`config.mk`:
```
export PLATFORM = sky130hd
export DESIGN_NAME = injection_lfsr16
export DESIGN_NICKNAME = d
export VERILOG_FILES = /design/src/rtl/injection_pkg.sv /design/src/rtl/injection_lfsr16.sv
export SDC_FILE = /design/constraint.sdc
export NUM_CORES = 1
export LEC_CHECK = 0
export BUFFER_PORTS_ARGS = -buffer_cell sky130_fd_sc_hd__buf_2
export CORE_MARGIN = 2
export CORE_UTILIZATION = 35
export CTS_BUF_LIST = sky130_fd_sc_hd__clkbuf_2 sky130_fd_sc_hd__clkbuf_4 sky130_fd_sc_hd__clkbuf_8
export DETAILED_ROUTE_END_ITERATION = 8
export PLACE_DENSITY_LB_ADDON = 0.2
export SKIP_CTS_REPAIR_TIMING = 1
export SLEW_MARGIN = 20
export SYNTH_ARGS = -nofsm -noshare
export SYNTH_HDL_FRONTEND = slang
export SYNTH_SLANG_ARGS = --single-unit
```
`constraint.sdc`:
```
create_clock -name clk -period 1 [get_ports clk]
set_clock_uncertainty 0.05 [all_clocks]
set_input_delay 0 -clock clk [delete_from_list [all_inputs] [get_ports clk]]
set_output_delay 0 -clock clk [all_outputs]
set_load 0.05 [all_outputs]
```
`src/rtl/injection_pkg.sv`:
```
// Shared types, constants and sticky-latch golden equations for the injection
// block and its stimulus checker.
package injection_pkg;

    localparam int unsigned LFSR_W = 16;
    localparam int unsigned ERR_W  = 16;
    localparam int unsigned STIM_W = 6;

    // Fibonacci taps 16,14,13,11 for a left-shifting register
    localparam logic [LFSR_W-1:0] LFSR_TAPS = 16'hB400;
    localparam logic [ERR_W-1:0]  ERR_MAX   = 16'hFFFF;

    typedef enum logic [2:0] {
        IDLE,
        DUT_RST,
        RUN,
        DRAIN,
        DONE
    } state_t;

    typedef struct packed {
        logic f;
        logic e;
        logic d;
        logic c;
        logic b;
        logic a;
    } stim_t;

    function automatic logic y1_next(input logic y1, input logic a, input logic b,
                                     input logic c);
        return (y1 | a | b) & c;
    endfunction

    function automatic logic y2_next(input logic y2, input logic d, input logic e,
                                     input logic f);
        return (y2 | ~d) & (e | ~f);
    endfunction

endpackage

```
`src/rtl/injection_lfsr16.sv`:
```
// 16-bit Fibonacci LFSR with synchronous load and shift enable.
module injection_lfsr16
    import injection_pkg::*;
#(
    parameter logic [LFSR_W-1:0] RST_VAL = 16'hACE1
) (
    input  logic              clk,
    input  logic              rst,
    input  logic              load,
    input  logic              en,
    input  logic [LFSR_W-1:0] seed,
    output logic [LFSR_W-1:0] state
);

    always_ff @(posedge clk or posedge rst) begin
        if (rst) begin
            state <= RST_VAL;
        end else if (load) begin
            state <= seed;
        end else if (en) begin
            state <= {state[LFSR_W-2:0], ^(state & LFSR_TAPS)};
        end
    end

endmodule

```
Yosys cells after proc, flatten, opt, wreduce, memory -nomap -nowiden --
Cells that the tools add are included.
Cells by class: mux-type cells 2, reduce and logical (&&, ||, !) cells 2
Operators by type and width (number):
- $mux 16 | 2
- $reduce_xor 16->1 | 1
- $reduce_bool 2->1 | 1
Storage, ports and cells: bits in registers 16, word-level logic and storage cells 5

Logic depth before layout (Yosys ltp) --
Gate-level depths: netlist of run 1.
depth in word-level cells 3, gate-level depth with buffers 5

Least setup slack after synthesis of run 1 --
Ideal clock, no wire load.
path kind register to register, start point register state[10], end point register state[0], arrival 1091 ps, setup slack -222 ps, stages on the path, launching flop included 4, cells stage by stage dfstp_2 xor2_1 xnor2_1 o21ai_1
Between the ends: cells in the longest elaborated chain, start to end 3
RTL lines:
- start: declaration | line injection_lfsr16.sv:12 | output logic [LFSR_W-1:0] state
- start signal: assignment | line injection_lfsr16.sv:21 | state <= {state[LFSR_W-2:0], ^(state & LFSR_TAPS)};
- $reduce_xor 16->1 | line injection_lfsr16.sv:21
- $mux 16 | line injection_lfsr16.sv:20 | end else if (en) begin
- $mux 16 | line injection_lfsr16.sv:18 | end else if (load) begin
Every way passes these cells. The select of a mux whose other input is x is not followed. A chain may end at the register's enable or synchronous reset.

Final worst setup path of run 1 --
start point register state[13], end point output state[13]
No word-level cell between the ends.

==> summary.md, run 1 <==
| Metric | Value |
|---|---|
| Status | `finished with violations` |
| Failing checks | `negative hold slack, negative setup slack` |
| Worst EP arrival | `1.06 ns` |
| DRT Wirelength | `roughly 1800 um` |
| DP Area | `approximately 1000 um2` |
| Routed vias | `between 700 and 800` |
| Number of global-route vias before repair | `between 500 and 600` |
| WL met2 | `about 990 um` |
| Setup Slack @ Placement | `-0.03208 ns` |
| Port bufs | `35` |
| Clk slew on worst S/H paths | `approximately 0.080 ns` |
| Detailed Routing Iterations Pass 1 | `3` |
| Slowest cell on the critical path | `dfstp_2` |
| Max incr delay on CP | `around 0.55 ns` |
| Syn_area_per_cell | `10.75 um2` |
| Synth Register Bits | `16` |
| Leakage | `about 0.67 nW` |
| DR WL met3 | `slightly above 50 um` |
| Final hold violation count | `1` |
| Simple-gate share of the synthesized area | `0.09434` |
| Final WS setup | `-0.1125 ns` |
| Tightest Pin Transition | `between 0.2 and 0.25 ns` |
| Sequential-to-total area share from yosys stat | `0.5157` |
| Met1 wire length | `approximately 770 um` |
| Reg-to-Reg Start | `state[15]` |
| CTS tree | `done` |
| Layout cells sized above 1 | `0.4485` |
| Finished Core Util | `0.6271` |
| TritonCTS Sinks | `16` |
| Multi-input logic area | `between 300 and 400 um2` |
| Largest register FFs | `16` |
| Hold path startpoint | `load` |
| Synth Area in Adders | `0` |
| Worst r2r dst | `state[0]` |
| Longest Clk Path Bufs | `2` |
| DR top layer | `met4` |
| Filler cells | `approximately 190` |
| Vias/cell | `4.409` |
| WHS | `-0.02638 ns` |
| # DRC | `0` |
| Final non-filler cell area | `1374 um2` |
| Crit share post-route | `1.113` |
| Largest family of logic cells by synthesized area | `multiplexers` |
| FF-to-FF setup slack | `-0.05 ns` |
| Grt ovf | `0` |
| Rel. slew slack | `0.8650` |
| Syn Nets | `94` |
| Core Rows | `17` |
| Crit path launch | `state[13]` |
| Minimum clock period | `around 1.1 ns` |
| WS Path Type | `register to output pin` |
| CTS Buf Count | `3` |
| Die ar. | `about 2700 um2` |
| Critical path data required time | `~0.95 ns` |
| Hold path depth | `3` |
| Final setup viols | `12` |
| Starting Density | `0.3632` |
| Min-Delay Endpoint | `state[0]` |
| Placed Cells | `139` |
| Root Driver | `clkbuf_4` |
| RSZ-0062 raised after global routing | `yes` |
| Mapped Area | `slightly below 800 um2` |
| CP Cell Sequence | `buf_6 -> buf_8` |
| Worst-Skew Late Latency | `0.28 ns` |
| VDD IR max | `approximately 0.99 mV` |
| Max Slew Vio Count | `0` |
| Synth Area in Compound Gates | `0.1069` |
| CP Capture Type | `output pin` |
| Die Y-Extent | `51.68 um` |
| Largest net degree at the start of global routing | `18` |
| # IOs | `36` |
| 1st-iter DRT viols | `1` |
| Reg area | `just over 400 um2` |
| Die X | `between 50 and 60 um` |
| Worst hold path type | `input port to register` |
| Routability cong. | `~0.7` |
| Initial antenna violation count | `0` |
| Fmax | `roughly 900 MHz` |
| DR WL/cell | `around 11 um` |
| Clock H-tree levels | `1` |
| Reg with most FFs | `state` |
| Synth unique cells | `16` |
| # nets final | `157` |
| Final HPWL DP | `between 1000 and 1500 um` |
| Yosys warns | `0` |
| N_diodes | `0` |
| Antenna Violating Nets Remaining | `0` |
| First-pass GRT wire length | `approximately 2500 um` |
| Final std cells w/o fill | `164` |
| Top Registers | `state: 16 flops` |
| Worst setup SP type | `register` |
| Post-synthesis mux area share | `0.1887` |
| Syn-to-layout area delta | `72.64%` |
| GRT Total Usage | `0.1268` |
| FF-to-FF path depth | `3` |
| Worst-path fanout max | `3` |
| Post-Syn Instances | `74` |
| XOR/XNOR Fraction of Synth Area | `0.03302` |
| Pwr Density | `roughly 1400 nW/um2` |
| Maxcap violations | `0` |
| Core outline area | `~2200 um2` |
==> how the worst max path moves through the flow <==
stage | to | slack (ns) | depth (start not counted)
floorplan | state[0] | -0.21 | 3
global placement | state[0] | -0.02 | 3
detailed placement | state[0] | -0.03 | 3
CTS | state[13] | -0.25 | 2
global route | state[13] | -0.16 | 2
finish | state[13] | -0.11 | 2
==> cell type report <==
type | count | area share
Clock buffer | 4 | 0.02186
Inverter | 1 | 0.002732
Tap cell | 28 | 0.02550
Sequential cell | 16 | 0.3005
Multi-Input combinational cell | 52 | 0.2450
Timing Repair Buffer | 63 | 0.4044
==> where the power goes <==
group | total (mW) | internal [mW] | switching, mW
logic | 0.782 | 0.356 | 0.426
clock network | 0.367 | 0.181 | 0.186
registers | 0.814 | 0.748 | 0.0663
==> cells in the mapped netlist <==
master,number,share of area
xor2_1,2,0.022
dfstp_2,8,0.26
buf_12,1,0.025
nand2_1,15,0.071
o21ai_1,10,0.063
nand2b_1,1,0.0079
nor3b_2,1,0.016
dfrtp_1,8,0.25
buf_6,1,0.014
inv_1,1,0.0047
mux2i_1,15,0.19
xnor2_1,1,0.011
a21oi_1,1,0.0063
o21ai_0,6,0.038
clkbuf_1,1,0.0047
buf_2,2,0.013
==> cell usage in the layout (no fill, tap or decap) <==
cell           synthesis  final
buf_2                  2     19
dlygate4sd3_1          0     17
mux2i_1               15     15
nand2_1               15     15
o21ai_1               10     15
clkbuf_4               0      9
buf_4                  0      9
buf_8                  0      8
dfstp_2                8      8
dfrtp_1                8      6
buf_6                  1      4
xor2_1                 2      2
dfrtp_2                0      2
inv_1                  1      1
xnor2_1                1      1
nand2b_1               1      1
nor3b_2                1      1
a21oi_1                1      1
o21ai_0                6      1
buf_12                 1      1
==> layer usage <==
| layer | up-vias | track usage |
|---|---|---|
| met4 | 0 | 0.05263 |
| met2 | 13 | 0.2115 |
| li1 | 380 | - |
| met5 | - | 0 |
| met3 | 2 | 0.03448 |
| met1 | 328 | 0.1538 |
==> critical path, delay by kind of cell (launching register included) <==
family / cells / cell delay, ns
flops: 1 / 0.55
buf+inv: 2 / 0.23
==> cell families after synthesis <==
group           Yosys count
compound gates           17
buf+inv                   6
simple gates             17
flops                    16
mux                      15
xor+xnor                  3
==> per-stage QoR <==
stage                     TNS (ns)  power [mW]
after floorplan            -0.6281       1.251
after global placement    -0.01628       1.407
after detailed placement  -0.03208       1.413
after CTS                   -1.551       1.792
after global routing        -1.320       2.073
final                      -0.6855       1.964
No activity file was read; power rests on OpenSTA's default activity.
==> run 2: changes to the inputs <==
Settings changed: MAX_ROUTING_LAYER set to met4.
==> summary.md, run 2 (synthesis results as in run 1) <==
| Metric | Value |
|---|---|
| # DRC | `0` |
| Most frequent cells in the layout | `19 x buf_2, 17 x dlygate4sd3_1, 15 x mux2i_1, 15 x nand2_1, 15 x o21ai_1` |
| CTS Buf Count | `3` |
| Worst setup SP type | `register` |
| CP Capture Type | `output pin` |
| First-pass GRT wire length | `between 2000 and 3000 um` |
| # nets final | `between 150 and 200` |
| Grt ovf | `0` |
| Placed Cells | `139` |
| 1st-iter DRT viols | `2` |
| Setup crit end | `state[13]` |
| Clock power share | `0.187` |
| Worst r2r dst | `state[0]` |
| Longest Clk Path Bufs | `2` |
| Routed vias | `between 700 and 800` |
| Reg with most FFs | `state` |
| Routability cong. | `a little over 0.7` |
| Max Slew Vio Count | `0` |
| Worst-path fanout max | `3` |
| Final hold violation count | `1` |
| Fin Setup TNS | `-0.6830 ns` |
| Layout cells sized above 1 | `0.4485` |
| Rel. slew slack | `0.8652` |
| Number of global-route vias before repair | `581` |
| Maxcap violations | `0` |
| Die X | `just over 50 um` |
| Final setup viols | `12` |
| Reg-to-Reg Start | `state[15]` |
| Detailed Routing Iterations Pass 1 | `3` |
| Largest net degree at the start of global routing | `18` |
| GRT Total Usage | `0.1302` |
| Clk slew on worst S/H paths | `roughly 0.08 ns` |
| Failing checks | `negative hold slack, negative setup slack` |
| WHS | `-0.02644 ns` |
| Minimum clock period | `1.112 ns` |
| Fmax | `roughly 900 MHz` |
| DR WL/cell | `approximately 11 um` |
| Top Registers | `state: 16 flops` |
| Die Y-Extent | `about 52 um` |
| TritonCTS Sinks | `16` |
| Comb pwr share | `0.398` |
| Critical path data required time | `~0.95 ns` |
| Port bufs | `35` |
| Switch Pwr | `~680 uW` |
| Root Driver | `clkbuf_4` |
| Die ar. | `approximately 2700 um2` |
| Worst hold path type | `input port to register` |
| Pwr Density | `1429 nW/um2` |
| Most common cell after layout, fill and taps aside | `buf_2` |
| Status | `finished with violations` |
| Largest register FFs | `16` |
| Clock H-tree levels | `1` |
| FF-to-FF setup slack | `-0.05 ns` |
| N_diodes | `0` |
| Leakage | `0.6683 nW` |
| Multi-input logic area | `336.6 um2` |
| Core outline area | `~2200 um2` |
| Worst EP arrival | `roughly 1.1 ns` |
| FF-to-FF path depth | `3` |
| DRT Wirelength | `~1800 um` |
| Initial antenna violation count | `0` |
| Reg area | `just over 400 um2` |
| Final std cells w/o fill | `roughly 160` |
| Antenna Violating Nets Remaining | `0` |
| Crit path launch | `state[13]` |
| Vias/cell | `about 4.4` |
| Crit share post-route | `1.112` |
| Finished Core Util | `0.6271` |
| Share of power burned in registers | `0.415` |
| Setup Slack @ Placement | `-0.03208 ns` |
| Final HPWL DP | `1164 um` |
| VDD IR max | `a little under 1 mV` |
| Filler cells | `189` |
| Worst-Skew Late Latency | `about 0.28 ns` |
| Int Pwr | `approximately 1.3 mW` |
| # IOs | `36` |
| Starting Density | `0.3632` |
| Tightest Pin Transition | `between 0.2 and 0.25 ns` |
| CTS tree | `done` |
| Core Rows | `17` |
| WS Path Type | `register to output pin` |
| Final WS setup | `-0.1121 ns` |
| Syn-to-layout area delta | `72.64%` |
| RSZ-0062 raised after global routing | `yes` |
| Switching share of power | `0.3454` |
==> run 2: cell counts in the layout (fill, tap and decap cells not counted) <==
No cell type changed its count.
==> run 2: power by group through the flow <==
stage,registers [mW],clock network (mW),logic [mW]
2_1_floorplan,1.07,0,0.182
3_3_place_gp,0.807,0,0.599
3_5_place_dp,0.812,0,0.602
4_1_cts,0.801,0.388,0.602
5_1_grt,0.826,0.417,0.830
6_report,0.814,0.367,0.782
==> run 2: stage by stage <==
stage	cell area, um2	hold slack [ns]	total power [mW]
after floorplan	798.3	-0.1421	1.251
after global placement	1028	-0.03558	1.407
after detailed placement	1028	-0.03506	1.413
after CTS	1059	-0.3472	1.792
after global routing	1374	0.005830	2.073
final	1374	-0.02644	1.963
==> run 2: cell type report <==
type                       instances  share of cell area
clock buffer                       4             0.02186
inverter                           1            0.002732
multi-input combinational         52              0.2450
sequential                        16              0.3005
tap                               28             0.02550
timing repair buffer              63              0.4044
==> run 2: how the worst min path moves through the flow <==
stage / start / to / slack, ns / depth (start not counted)
3_5_place_dp: rst / state[4] / -0.04 / 3
5_1_grt: load / state[0] / 0.006 / 3
6_report: load / state[0] / -0.03 / 3
4_1_cts: rst / state[4] / -0.35 / 3
3_3_place_gp: rst / state[4] / -0.04 / 3
2_1_floorplan: rst / state[12] / -0.14 / 1
==> run 2: critical path, cell delays in order (launching register included) <==
cell	delay [ns]
dfstp_2	0.55
buf_6	0.10
buf_8	0.13
==> run 2: layer usage <==
metal | vias to the layer above | part of all wire | track usage | routed length, um
li1 | 379 | - | - | -
met1 | 324 | 0.43 | 0.1538 | 785
met2 | 13 | 0.54 | 0.2115 | 983
met3 | 2 | 0.028 | 0.03448 | 51
met4 | 0 | 0.0055 | 0.05263 | 10
met5 | - | 0 | - | 0
==> run 3: changes to the inputs <==
Settings changed: GPL_TIMING_DRIVEN set to 0, SKIP_CTS_REPAIR_TIMING 1 to not set.
==> summary.md, run 3 (synthesis results as in run 1) <==
| Metric | Value |
|---|---|
| # DRC | `0` |
| Routability cong. | `between 0.6 and 0.7` |
| Max Slew Vio Count | `0` |
| Slowest cell on the critical path | `dfstp_2` |
| CTS Buf Count | `3` |
| CP Cell Sequence | `buf_8` |
| Switching share of power | `0.3476` |
| Switch Pwr | `slightly above 700 uW` |
| Port bufs | `34` |
| Worst setup SP type | `register` |
| Antenna Violating Nets Remaining | `0` |
| Placed Cells | `between 100 and 150` |
| VDD IR max | `0.8653 mV` |
| Final non-filler cell area | `between 1000 and 1500 um2` |
| DR WL/cell | `roughly 12 um` |
| Root Driver | `clkbuf_4` |
| Final HPWL DP | `1246 um` |
| Rel. slew slack | `0.5887` |
| Die ar. | `~2700 um2` |
| Critical path data required time | `0.95 ns` |
| Failing checks | `negative setup slack` |
| Final hold violation count | `0` |
| Clk slew on worst S/H paths | `approximately 0.090 ns` |
| Fmax | `between 900 and 1000 MHz` |
| Largest net degree at the start of global routing | `17` |
| DRT Wirelength | `~2000 um` |
| Clock power share | `0.208` |
| Initial antenna violation count | `0` |
| Final std cells w/o fill | `~170` |
| Comb pwr share | `0.384` |
| Top Registers | `state: 16 flops` |
| Crit share post-route | `1.092` |
| Final setup viols | `11` |
| Core outline area | `approximately 2200 um2` |
| CTS tree | `done` |
| Reg with most FFs | `state` |
| Die X | `about 52 um` |
| Core Rows | `17` |
| Vias/cell | `about 4.6` |
| N_diodes | `0` |
| # nets final | `roughly 160` |
| First-pass GRT wire length | `~3500 um` |
| Worst hold path type | `input port to register` |
| Int Pwr | `1.324 mW` |
| Top delay family on crit path | `flip-flops` |
| Pwr Density | `~1400 nW/um2` |
| Leakage | `between 0.6 and 0.7 nW` |
| Tightest Pin Transition | `approximately 0.6 ns` |
| TritonCTS Sinks | `16` |
| Status | `finished with violations` |
| RSZ-0062 raised after global routing | `yes` |
| Worst-Skew Late Latency | `around 0.29 ns` |
| Starting Density | `0.3632` |
| Most frequent cells in the layout | `20 x buf_2, 20 x dlygate4sd3_1, 15 x mux2i_1, 15 x nand2_1, 15 x o21ai_1` |
| Max incr delay on CP | `about 0.6 ns` |
| WS Path Type | `register to output pin` |
| Detailed Routing Iterations Pass 1 | `4` |
| Setup Slack @ Placement | `-0.08489 ns` |
| Worst EP arrival | `1.04 ns` |
| Filler cells | `175` |
| Fin Setup TNS | `-0.5885 ns` |
| Grt ovf | `0` |
| Number of global-route vias before repair | `around 770` |
| Share of power burned in registers | `0.407` |
| CP Capture Type | `output pin` |
| Largest register FFs | `16` |
| Minimum clock period | `1.092 ns` |
| Layout cells sized above 1 | `0.4453` |
| CP bufs+invs | `1` |
| Die Y-Extent | `about 52 um` |
| Final WS setup | `-0.09222 ns` |
| # IOs | `36` |
| Longest Clk Path Bufs | `2` |
| DP Area | `1003 um2` |
| Maxcap violations | `0` |
| GRT Total Usage | `0.1875` |
| 1st-iter DRT viols | `16` |
| Syn-to-layout area delta | `76.10%` |
| Worst-path fanout max | `3` |
| Routed vias | `756` |
| Clock H-tree levels | `1` |
## run 3: cell count changes in the layout (fill, tap and decap cells not counted), moves of 2 or more
| cell | before | now |
|---|---|---|
| dlygate4sd3_1 | 17 | 20 |
| buf_4 | 9 | 11 |
| xor2_2 | 0 | 2 |
| xor2_1 | 2 | 0 |
| clkbuf_4 | 9 | 3 |
## run 3: worst min-delay path: stages
cell     delay [ns]
buf_6          0.13
mux2i_1        0.09
o21ai_1        0.11
## run 3: metrics by stage
step | total power, mW | hold WS (ns) | util
floorplan | 1.251 | -0.1421 | -
detailed placement | 1.400 | 0.05624 | 0.4580
CTS | 2.024 | 0.01856 | 0.6236
global route | 2.146 | 0.02125 | 0.6396
global placement | 1.392 | 0.05667 | 0.4580
finish | 2.029 | 0.02180 | 0.6396
## run 3: final timing paths
kind,start,to,slack [ns],cells after the start
setup / recovery,state[10],state[10],-0.09,1
hold / removal,en,state[1],0.02,3
setup reg to reg,state[13],state[0],-0.07,3
hold reg to reg,state[1],state[1],0.53,2
max in group asynchronous,rst,state[2],0.17,3
min in group asynchronous,rst,state[9],0.30,3
## run 3: what timing repair did
item	CTS	global route
hold buffers	20	0
pin swaps	1	0
endpoints found under the setup margin	11	20
gates resized for setup	26	17
hold endpoints to repair	24	0
setup buffers	5	0
gates cloned	0	0
## run 3: final cells by class
cell class,count,area [um2],share of cell area
Timing Repair Buffer,59,515.5,0.3679
Sequential cell,16,414.1,0.2955
Multi-Input combinational cell,52,351.6,0.2509
Buffer,5,45.04,0.03214
Clock buffer,4,36.28,0.02589
Tap cell,28,35.03,0.02500
Inverter,1,3.754,0.002679
## run 3: power groups by stage
| stage | Combinational, mW | Clock [mW] | Sequential [mW] |
|---|---|---|---|
| 6_report | 0.780 | 0.423 | 0.826 |
| 5_1_grt | 0.828 | 0.480 | 0.839 |
| 4_1_cts | 0.755 | 0.450 | 0.819 |
| 3_5_place_dp | 0.582 | 0 | 0.818 |
| 3_3_place_gp | 0.576 | 0 | 0.815 |
| 2_1_floorplan | 0.182 | 0 | 1.07 |
## run 3: routing by layer
| layer | track usage | vias up | part of all wire |
|---|---|---|---|
| met5 | - | - | 0 |
| met4 | 0.07895 | 0 | 0.011 |
| met3 | 0.03448 | 4 | 0.037 |
| met2 | 0.3162 | 21 | 0.54 |
| met1 | 0.2202 | 357 | 0.41 |
| li1 | - | 374 | - |
